===== config.mk =====
export PLATFORM = sky130hd
export DESIGN_NAME = xram_wb_responder_flat
export DESIGN_NICKNAME = d
export VERILOG_FILES = /design/src/rtl/oc8051_wb_pkg.sv /design/src/rtl/xram_wb_responder_if.sv /design/src/rtl/xram_wb_responder_mem.sv /design/src/rtl/xram_wb_responder.sv /design/src/flat_wrapper.sv
export SDC_FILE = /design/constraint.sdc
export NUM_CORES = 2
export LEC_CHECK = 0
export CELL_PAD_IN_SITES_DETAIL_PLACEMENT = 1
export CELL_PAD_IN_SITES_GLOBAL_PLACEMENT = 2
export CORE_ASPECT_RATIO = 2
export CORE_MARGIN = 3
export CORE_UTILIZATION = 40
export CTS_CLUSTER_DIAMETER = 40
export CTS_CLUSTER_SIZE = 25
export DETAILED_ROUTE_END_ITERATION = 6
export PLACE_DENSITY = 0.79
export RECOVER_POWER = 100
export SETUP_SLACK_MARGIN = 0.2
export SYNTH_ARGS = -nofsm -noshare
export SYNTH_HDL_FRONTEND = slang
export SYNTH_SLANG_ARGS = --single-unit

===== constraint.sdc =====
create_clock -name wb_clk_i -period 6.6 [get_ports wb_clk_i]
set_input_delay 1.32 -clock wb_clk_i [delete_from_list [all_inputs] [get_ports wb_clk_i]]
set_output_delay 1.32 -clock wb_clk_i [all_outputs]
set_load 0.01 [all_outputs]

===== src/rtl/oc8051_wb_pkg.sv =====
// Shared definitions for the oc8051 external data bus responder:
// bus widths, FSM state encoding and small address/counter helpers.
package oc8051_wb_pkg;

    localparam int WB_ADR_W = 16;
    localparam int WB_DAT_W = 8;

    typedef enum logic [1:0] {
        ST_IDLE = 2'd0,
        ST_WAIT = 2'd1,
        ST_RESP = 2'd2
    } wb_state_e;

    // True when addr lies beyond an aw-bit implemented space; a full 16-bit space never overflows.
    function automatic logic is_oor(input logic [WB_ADR_W-1:0] addr, input int aw);
        logic r;
        if (aw >= WB_ADR_W) begin
            r = 1'b0;
        end else begin
            r = ((addr >> aw) != 16'd0);
        end
        return r;
    endfunction

    // Increment that sticks at all-ones instead of wrapping.
    function automatic logic [15:0] sat_inc16(input logic [15:0] v);
        return (v == 16'hFFFF) ? v : (v + 16'd1);
    endfunction

endpackage


===== src/rtl/xram_wb_responder_if.sv =====
// Wishbone classic data-bus bundle between the oc8051 core (master) and the XRAM responder (slave).
interface xram_wb_responder_if;
    import oc8051_wb_pkg::*;

    logic                wbd_cyc_i;
    logic                wbd_stb_i;
    logic                wbd_we_i;
    logic [WB_ADR_W-1:0] wbd_adr_i;
    logic [WB_DAT_W-1:0] wbd_dat_i;
    logic [WB_DAT_W-1:0] wbd_dat_o;
    logic                wbd_ack_o;
    logic                wbd_err_o;

    modport slave (
        input  wbd_cyc_i, wbd_stb_i, wbd_we_i, wbd_adr_i, wbd_dat_i,
        output wbd_dat_o, wbd_ack_o, wbd_err_o
    );

    modport master (
        output wbd_cyc_i, wbd_stb_i, wbd_we_i, wbd_adr_i, wbd_dat_i,
        input  wbd_dat_o, wbd_ack_o, wbd_err_o
    );
endinterface


===== src/rtl/xram_wb_responder_mem.sv =====
// Single-port synchronous byte RAM with a registered read port that only
// reloads on a read, so its output holds between reads.
module xram_byte_mem #(
    parameter int unsigned AW = 8
) (
    input  logic          clk_i,
    input  logic          rst_i,
    input  logic          we_i,
    input  logic          re_i,
    input  logic [AW-1:0] addr_i,
    input  logic [7:0]    wdata_i,
    output logic [7:0]    rdata_o
);
    logic [7:0] mem_q [0:(2**AW)-1];
    logic [7:0] rdata_q;

    // Storage array: written on commit only, deliberately left uncleared by reset.
    always_ff @(posedge clk_i) begin
        if (we_i) begin
            mem_q[addr_i] <= wdata_i;
        end
    end

    // Read-data register: loads on a read, otherwise keeps the last value.
    always_ff @(posedge clk_i or posedge rst_i) begin
        if (rst_i) begin
            rdata_q <= 8'h00;
        end else if (re_i) begin
            rdata_q <= mem_q[addr_i];
        end else begin
            rdata_q <= rdata_q;
        end
    end

    assign rdata_o = rdata_q;
endmodule


===== src/rtl/xram_wb_responder.sv =====
// Wishbone classic responder backing oc8051 MOVX traffic with a byte XRAM,
// programmable wait states, out-of-range error and a write-commit strobe.
module xram_wb_responder
    import oc8051_wb_pkg::*;
#(
    parameter int unsigned MEM_AW      = 8,
    parameter int unsigned WAIT_STATES = 1,
    parameter int unsigned ERR_OOR     = 1
) (
    input  logic                   wb_clk_i,
    input  logic                   wb_rst_i,
    xram_wb_responder_if.slave     wbd,
    output logic                   wr_commit_o,
    output logic [WB_ADR_W-1:0]    wr_addr_o,
    output logic [WB_DAT_W-1:0]    wr_data_o,
    output logic [15:0]            rd_cnt_o,
    output logic [15:0]            wr_cnt_o
);
    localparam logic [1:0] S_IDLE  = ST_IDLE;
    localparam logic [1:0] S_WAIT  = ST_WAIT;
    localparam logic [1:0] S_RESP  = ST_RESP;
    localparam logic [3:0] WS_LOAD = (WAIT_STATES == 0) ? 4'd0 : 4'(WAIT_STATES - 1);
    localparam logic       ERR_EN  = (ERR_OOR != 0);

    logic [1:0]  state_q, state_d;
    logic [3:0]  cnt_q, cnt_d;
    logic [15:0] adr_q, adr_d;
    logic        we_q, we_d;
    logic [7:0]  dat_q, dat_d;
    logic        ack_q, ack_d;
    logic        err_q, err_d;
    logic        commit_q, commit_d;
    logic [15:0] wr_addr_q, wr_addr_d;
    logic [7:0]  wr_data_q, wr_data_d;
    logic [15:0] rd_cnt_q, rd_cnt_d;
    logic [15:0] wr_cnt_q, wr_cnt_d;
    logic        req_s, go_resp_s, mem_we_s, mem_re_s;
    logic [7:0]  mem_rdata_s;

    assign req_s = wbd.wbd_cyc_i & wbd.wbd_stb_i;

    // Next-state logic: accept, count wait states, abort on dropped request, resolve the termination.
    always_comb begin
        state_d   = state_q;
        cnt_d     = cnt_q;
        adr_d     = adr_q;
        we_d      = we_q;
        dat_d     = dat_q;
        ack_d     = 1'b0;
        err_d     = 1'b0;
        commit_d  = 1'b0;
        wr_addr_d = wr_addr_q;
        wr_data_d = wr_data_q;
        rd_cnt_d  = rd_cnt_q;
        wr_cnt_d  = wr_cnt_q;
        mem_we_s  = 1'b0;
        mem_re_s  = 1'b0;
        go_resp_s = 1'b0;
        case (state_q)
            S_IDLE: begin
                if (req_s) begin
                    adr_d = wbd.wbd_adr_i;
                    we_d  = wbd.wbd_we_i;
                    dat_d = wbd.wbd_dat_i;
                    if (WAIT_STATES == 0) begin
                        go_resp_s = 1'b1;
                    end else begin
                        state_d = S_WAIT;
                        cnt_d   = WS_LOAD;
                    end
                end else begin
                    state_d = S_IDLE;
                end
            end
            S_WAIT: begin
                if (!req_s) begin
                    state_d = S_IDLE;
                end else if (cnt_q == 4'd0) begin
                    go_resp_s = 1'b1;
                end else begin
                    cnt_d = cnt_q - 4'd1;
                end
            end
            S_RESP: begin
                state_d = S_IDLE;
            end
            default: begin
                state_d = S_IDLE;
            end
        endcase
        // The termination uses the *_d request fields so the zero-wait path sees the request being accepted.
        if (go_resp_s) begin
            state_d = S_RESP;
            if (ERR_EN && is_oor(adr_d, int'(MEM_AW))) begin
                err_d = 1'b1;
            end else if (we_d) begin
                ack_d     = 1'b1;
                mem_we_s  = 1'b1;
                commit_d  = 1'b1;
                wr_addr_d = adr_d;
                wr_data_d = dat_d;
                wr_cnt_d  = sat_inc16(wr_cnt_q);
            end else begin
                ack_d    = 1'b1;
                mem_re_s = 1'b1;
                rd_cnt_d = sat_inc16(rd_cnt_q);
            end
        end else begin
            mem_we_s = 1'b0;
        end
    end

    // State, latched request and all registered outputs.
    always_ff @(posedge wb_clk_i or posedge wb_rst_i) begin
        if (wb_rst_i) begin
            state_q   <= S_IDLE;
            cnt_q     <= 4'd0;
            adr_q     <= 16'h0000;
            we_q      <= 1'b0;
            dat_q     <= 8'h00;
            ack_q     <= 1'b0;
            err_q     <= 1'b0;
            commit_q  <= 1'b0;
            wr_addr_q <= 16'h0000;
            wr_data_q <= 8'h00;
            rd_cnt_q  <= 16'h0000;
            wr_cnt_q  <= 16'h0000;
        end else begin
            state_q   <= state_d;
            cnt_q     <= cnt_d;
            adr_q     <= adr_d;
            we_q      <= we_d;
            dat_q     <= dat_d;
            ack_q     <= ack_d;
            err_q     <= err_d;
            commit_q  <= commit_d;
            wr_addr_q <= wr_addr_d;
            wr_data_q <= wr_data_d;
            rd_cnt_q  <= rd_cnt_d;
            wr_cnt_q  <= wr_cnt_d;
        end
    end

    // Out-of-range addresses wrap onto the low MEM_AW bits when errors are disabled.
    xram_byte_mem #(.AW(MEM_AW)) u_mem (
        .clk_i   (wb_clk_i),
        .rst_i   (wb_rst_i),
        .we_i    (mem_we_s),
        .re_i    (mem_re_s),
        .addr_i  (adr_d[MEM_AW-1:0]),
        .wdata_i (dat_d),
        .rdata_o (mem_rdata_s)
    );

    assign wbd.wbd_dat_o = mem_rdata_s;
    assign wbd.wbd_ack_o = ack_q;
    assign wbd.wbd_err_o = err_q;
    assign wr_commit_o   = commit_q;
    assign wr_addr_o     = wr_addr_q;
    assign wr_data_o     = wr_data_q;
    assign rd_cnt_o      = rd_cnt_q;
    assign wr_cnt_o      = wr_cnt_q;
endmodule


===== src/flat_wrapper.sv =====
// flat-port wrapper written by rule: the top's interface ports become plain ports
module xram_wb_responder_flat import oc8051_wb_pkg::*;
#(
    parameter int unsigned MEM_AW      = 8,
    parameter int unsigned WAIT_STATES = 1,
    parameter int unsigned ERR_OOR     = 1
)
  (wb_clk_i, wb_rst_i, wr_commit_o, wr_addr_o, wr_data_o, rd_cnt_o, wr_cnt_o, wbd_wbd_cyc_i, wbd_wbd_stb_i, wbd_wbd_we_i, wbd_wbd_adr_i, wbd_wbd_dat_i, wbd_wbd_dat_o, wbd_wbd_ack_o, wbd_wbd_err_o);
  xram_wb_responder_if wbd_i ();
  input  logic wb_clk_i;
  input  logic wb_rst_i;
  output logic wr_commit_o;
  output logic [WB_ADR_W-1:0] wr_addr_o;
  output logic [WB_DAT_W-1:0] wr_data_o;
  output logic [15:0] rd_cnt_o;
  output logic [15:0] wr_cnt_o;
  input wire logic [$bits(wbd_i.wbd_cyc_i)-1:0] wbd_wbd_cyc_i;
  input wire logic [$bits(wbd_i.wbd_stb_i)-1:0] wbd_wbd_stb_i;
  input wire logic [$bits(wbd_i.wbd_we_i)-1:0] wbd_wbd_we_i;
  input wire logic [$bits(wbd_i.wbd_adr_i)-1:0] wbd_wbd_adr_i;
  input wire logic [$bits(wbd_i.wbd_dat_i)-1:0] wbd_wbd_dat_i;
  output wire logic [$bits(wbd_i.wbd_dat_o)-1:0] wbd_wbd_dat_o;
  output wire logic [$bits(wbd_i.wbd_ack_o)-1:0] wbd_wbd_ack_o;
  output wire logic [$bits(wbd_i.wbd_err_o)-1:0] wbd_wbd_err_o;
  assign wbd_i.wbd_cyc_i = wbd_wbd_cyc_i;
  assign wbd_i.wbd_stb_i = wbd_wbd_stb_i;
  assign wbd_i.wbd_we_i = wbd_wbd_we_i;
  assign wbd_i.wbd_adr_i = wbd_wbd_adr_i;
  assign wbd_i.wbd_dat_i = wbd_wbd_dat_i;
  assign wbd_wbd_dat_o = wbd_i.wbd_dat_o;
  assign wbd_wbd_ack_o = wbd_i.wbd_ack_o;
  assign wbd_wbd_err_o = wbd_i.wbd_err_o;
  xram_wb_responder #(.MEM_AW(MEM_AW), .WAIT_STATES(WAIT_STATES), .ERR_OOR(ERR_OOR)) u_core (.wb_clk_i(wb_clk_i), .wb_rst_i(wb_rst_i), .wbd(wbd_i), .wr_commit_o(wr_commit_o), .wr_addr_o(wr_addr_o), .wr_data_o(wr_data_o), .rd_cnt_o(rd_cnt_o), .wr_cnt_o(wr_cnt_o));
endmodule

# Word-level counts from Yosys, hierarchy flattened
# Memory sizes are Yosys's and may differ from the RTL's. A register that Yosys moved wholly into a read port is not among the register bits.
# Cells that the tools add are included.
# word_totals
regBits	90
n_memories	1
ramBits	2048
latch_bits	0
output_inout_bits	67
romBits	0
inputBits	29
wordCells	66
# memory_table
name	depth	width	rd	rd_ports_with_merged_regs	write_ports	line_no	text
u_core.u_mem.mem_q	256	8	1	1	1	xram_wb_responder_mem.sv:14	logic [7:0] mem_q [0:(2**AW)-1];
# classes
n_div	0
reduce_logical	8
mux	30
order_cmp	0
shift	0
eq_ne	7
add_sub_neg	3
n_mul	0
bitwise_logic	5
# ops
op	count
$add 16x1->16 const B	2
$eq 16x16->1 const B	2
$mux 16	2
$mux 1	19
$mux 8	2
$reduce_bool 16->1	1
$mux 4	3
$reduce_and 4->1	3
$pmux 4 s2	1
$logic_not 4->1	1
$mux 2	2
$ne 2x1->1 const B	2
$not 1->1	4
$pmux 2 s2	1
$sub 4x1->4 const B	1
$ne 3x3->1 const B	1
$reduce_and 3->1	1
$eq 2x1->1 const B	1
$logic_not 2->1	1
$ne 2x2->1 const B	1
$reduce_bool 2->1	1
$and 1x1->1	1

# Logic depth before layout (Yosys ltp)
# logic_depth
ltp_word	9
depth_mapped	14
ltp_nobuf	10

# By module
# Synthesis repeated with hierarchy kept, for this count alone.
# hier_totals
hier_cells	4037
hier_area_um2	83702.8
# by_module_without_submodules
module	area_per_inst_um2	n_inst	cells_per_inst	seq_area_each_um2
xram_byte_mem	79867.8	1	3715	61699.2
xram_wb_responder	3834.9	1	322	2252.2

# Worst setup path after synthesis
# Ideal clock, no wire load.
# synth_path
path_kind	in2reg
start	input wbd_wbd_stb_i
end	memory u_core.u_mem.mem_q[0][0], data pin
arrival_time_ps	5773
setup_time_ps	827
stages	7
t_required_ps	5773
path_slack_ps	0
cell_sequence	and4bb_1 > buf_2 > clkbuf_1 > clkbuf_1 > buf_1 > nand2_1 > nand2_1
# synth_between
elab_chain_cells	3
# synth_rtl
element	line_no	text
start: declaration	flat_wrapper.sv:18	input wire logic [$bits(wbd_i.wbd_stb_i)-1:0] wbd_wbd_stb_i;
$and 1x1->1	xram_wb_responder.sv:40	assign req_s = wbd.wbd_cyc_i & wbd.wbd_stb_i;
$mux 8	xram_wb_responder.sv:61	if (req_s) begin
$mux 8	xram_wb_responder.sv:59	case (state_q)
via u_core.dat_d[0]	xram_wb_responder.sv:29	logic [7:0] dat_q, dat_d;
end: declaration	xram_wb_responder_mem.sv:14	
# The timed path passes the listed nets, and every way through them passes these cells.

# Final worst setup path
# layout_path
start	input wbd_wbd_stb_i
end	memory u_core.u_mem.mem_q[202][5], enable pin
# layout_between
elab_chain_cells	9
# layout_rtl
element	line_no	text
$and 1x1->1	xram_wb_responder.sv:40	
$mux 16	xram_wb_responder.sv:61	
$mux 16	xram_wb_responder.sv:59	
via u_core.adr_d[13]	xram_wb_responder.sv:27	logic [15:0] adr_q, adr_d;
$reduce_bool 16->1	oc8051_wb_pkg.sv:20	r = ((addr >> aw) != 16'd0);
$mux 1	xram_wb_responder.sv:92	if (go_resp_s) begin
$mux 1	xram_wb_responder.sv:94	if (ERR_EN && is_oor(adr_d, int'(MEM_AW))) begin
$mux 1	xram_wb_responder.sv:92	
$mux 1	xram_wb_responder_mem.sv:19	if (we_i) begin
$mux 1 (implied by the code)	xram_wb_responder_mem.sv:20	mem_q[addr_i] <= wdata_i;
# The timed path passes the listed nets, and every way through them passes these cells. The select of a mux whose other input is x is not followed.

==> flow_summary.toml <==
[outcome]
status = "finished, violations left"
violations = "capacitance limit, slew limit"

[power]
ir_drop_mv = 0.337
finalPower_uw = 33200
powerDensity_nw_per_um2 = 344
p_leak_uw = 0.0322

[routing]
routed_via_density = 5.93
drt_wl_total_um = 299000
final_antenna_net_count = 0
vias = 56400
wire_per_inst_um = 31.5
drtIter0Drc = 5779
drc = 0
drtPass1Iterations = 5

[clock_tree]
numCtsBuffers = 166
post_cts_buffers = 0
clkTransAtPathRegs_ns = 0.09
max-clock-path-buffers = 4
cts_sinks = 2146
root_buffer = "clkbuf_16"
cts_tree = "built"
cts_max_level = 4
insertion_delay_ns = 0.86
post_cts_resized = 0
hold_buffers = 0

[grt]
antenna_found_initial = 13
grt_pass1_vias = 58800
grt.total_usage = 0.273
grt_overflow = 0
grt_max_degree = 126
grt_first_pass_wirelength_um = 423000

[yosys]
yosysSeqAreaShare = 0.759
synth_edf_count = 2048
syn_nets = 6302
synth_cells = 6270
synth_top_cell_by_area = "edfxtp_1"
ys_ff_latch = 2146
synthFlopType = "edfxtp_1"
netlist.area_leader.share = 0.730
ys_warn_count = 0
synthTopCellsByArea = "edfxtp_1 73%, nand2_1 8.1%, nand3_1 3.6%"
synth.cell_area_um2 = 84300
synth_cell_types = 70
syn_avg_cell_area_um2 = 13.4
ys_async_sr_fraction = 0.0457

[sta]
fmax_mhz = 160
worst_pin_slew_ns = 3.67
worst_slack_ns = 0.357
rsz0062_at_grt = "no"
fin_crit_sh = 0.946
setup_violations = 0
tns_ns = 0
hold_viol = 0
fin_crit_ns = 6.24
finClkSkew_ns = 0.0562
slew_headroom = -1.45
drv_slew = 975

[critical_path]
cp_data_required_time_ns = 7.07
crit_arrival_ns = 6.71
start_kind = "input port"
cp-end-kind = "flop"
cp_max_fo = 10
crit_type = "in -> reg"

[flow_run]
drv_cap = 12

[final_layout]
nets = 6651
post-route-util = 0.461
area_growth_syn_to_layout_pct = 14.3
layout_common_cells = "2048 x edfxtp_1, 1805 x nand2_1, 611 x nand3_1, 326 x nor2_1, 237 x clkbuf_1"
final_common_cell = "edfxtp_1"
drive_gt1_frac = 0.0888

[floorplan]
fp.dieArea_um2 = 217000
design.core.area_um2 = 209000
io_pins = 96
num_rows = 237
die_x_um = 331
start_util = 0.403
dieHeight_um = 655

[placed_design]
placement.io_buffers = 95
gp_congestion = 0.904
dp_hpwl_um = 198000
post-place-ws_ns = 0.141

[hold_path]
hold_class = "reg -> reg"
## per-stage QoR
step	instance area, um2	hold slack (ns)	cells
6_report	96300	0.492	9496
5_1_grt	96300	0.514	9493
3_3_place_gp	91500	0.473	9199
4_1_cts	97300	0.498	9492
2_1_floorplan	84300	0.463	6270
3_5_place_dp	91500	0.483	9199
## power by group
| group | switching [uW] | internal (uW) |
|---|---|---|
| clock | 5500 | 5400 |
| combinational | 4930 | 1550 |
| sequential | 51.0 | 15700 |
| total | 10500 | 22700 |
## worst max-delay path: stages
cell and delay [ns]:
dlygate4sd3_1 0.61, nand4bb_1 0.66, mux2_1 0.62, or4_4 0.59, nor4b_4 0.73, and2_1 0.32, nand2_1 0.75, nor2_1 1.09
## worst paths after layout
check,endpoint,slack (ns),from,cells past startpoint
setup / recovery,u_core.u_mem.mem_q[202][5],0.36,wbd_wbd_stb_i,8
min in group asynchronous,u_core.adr_q[6],1.77,wb_rst_i,2
setup reg to reg,u_core.u_mem.mem_q[202][5],0.89,u_core.state_q[0],7
hold reg to reg,u_core.rd_cnt_o[10],0.49,u_core.rd_cnt_o[10],1
hold / removal,u_core.rd_cnt_o[10],0.49,u_core.rd_cnt_o[10],1
max in group asynchronous,u_core.wr_cnt_o[14],2.31,wb_rst_i,3
## cells by family after synthesis
logic type	count (synthesis)	synth area share
flops	2146	0.759
buf+inv	399	0.0200
fa+ha+maj	3	0.000446
compound gates	474	0.0401
simple gates	3057	0.155
xor+xnor	32	0.00333
mux	159	0.0220
## synthesized netlist by cell type, types with 6 or more instances
master	count
clkbuf_1	170
nor2_1	330
mux2i_1	116
nand4_1	197
a311oi_1	25
inv_1	7
o211ai_1	6
o21ai_0	18
nand2b_1	7
a22oi_1	7
nand2_1	1812
xnor2_1	15
a32oi_1	101
buf_1	77
nor3_1	16
mux4_2	18
buf_2	139
nor2b_1	13
nor4_1	14
a41oi_1	22
and3_1	34
edfxtp_1	2048
nand3_1	611
o2111ai_1	11
mux2_2	20
a31oi_1	171
a21oi_1	72
dfrtp_1	98
a221oi_1	15
xor2_1	17
## metal layers
layer,vias up,global-route usage,share of wire
met3,811,0.0339,0.057
met4,10,0.203,0.093
met5,-,0,0.00023
met1,29400,0.295,0.34
li1,23800,-,-
met2,2301,0.486,0.51
## area by class of cell
cell class              instances  area [um2]
diodes                          4        10.0
clock buffers                 177        4260
clock inverters               116        1580
fillers                     21200      113000
inverters                      11        52.6
multi-input cells            3725       18700
flip-flops and latches       2146       64000
well taps                    2748        3440
repair buffers                569        4250
## sequential cells by signal, summed over array words and instances, names as in the netlist
signal	flops
u_core.we_q	1
u_core.dat_q	8
u_core.u_mem.rdata_o	8
u_core.state_q	2
u_core.wr_data_o	8
u_core.u_mem.mem_q	2048
u_core.wbd.wbd_ack_o	1
u_core.rd_cnt_o	16
u_core.adr_q	16
u_core.wr_addr_o	16
u_core.wr_cnt_o	16
u_core.wbd.wbd_err_o	1
u_core.wr_commit_o	1
u_core.cnt_q	4
No activity file was read; power rests on OpenSTA's default activity.
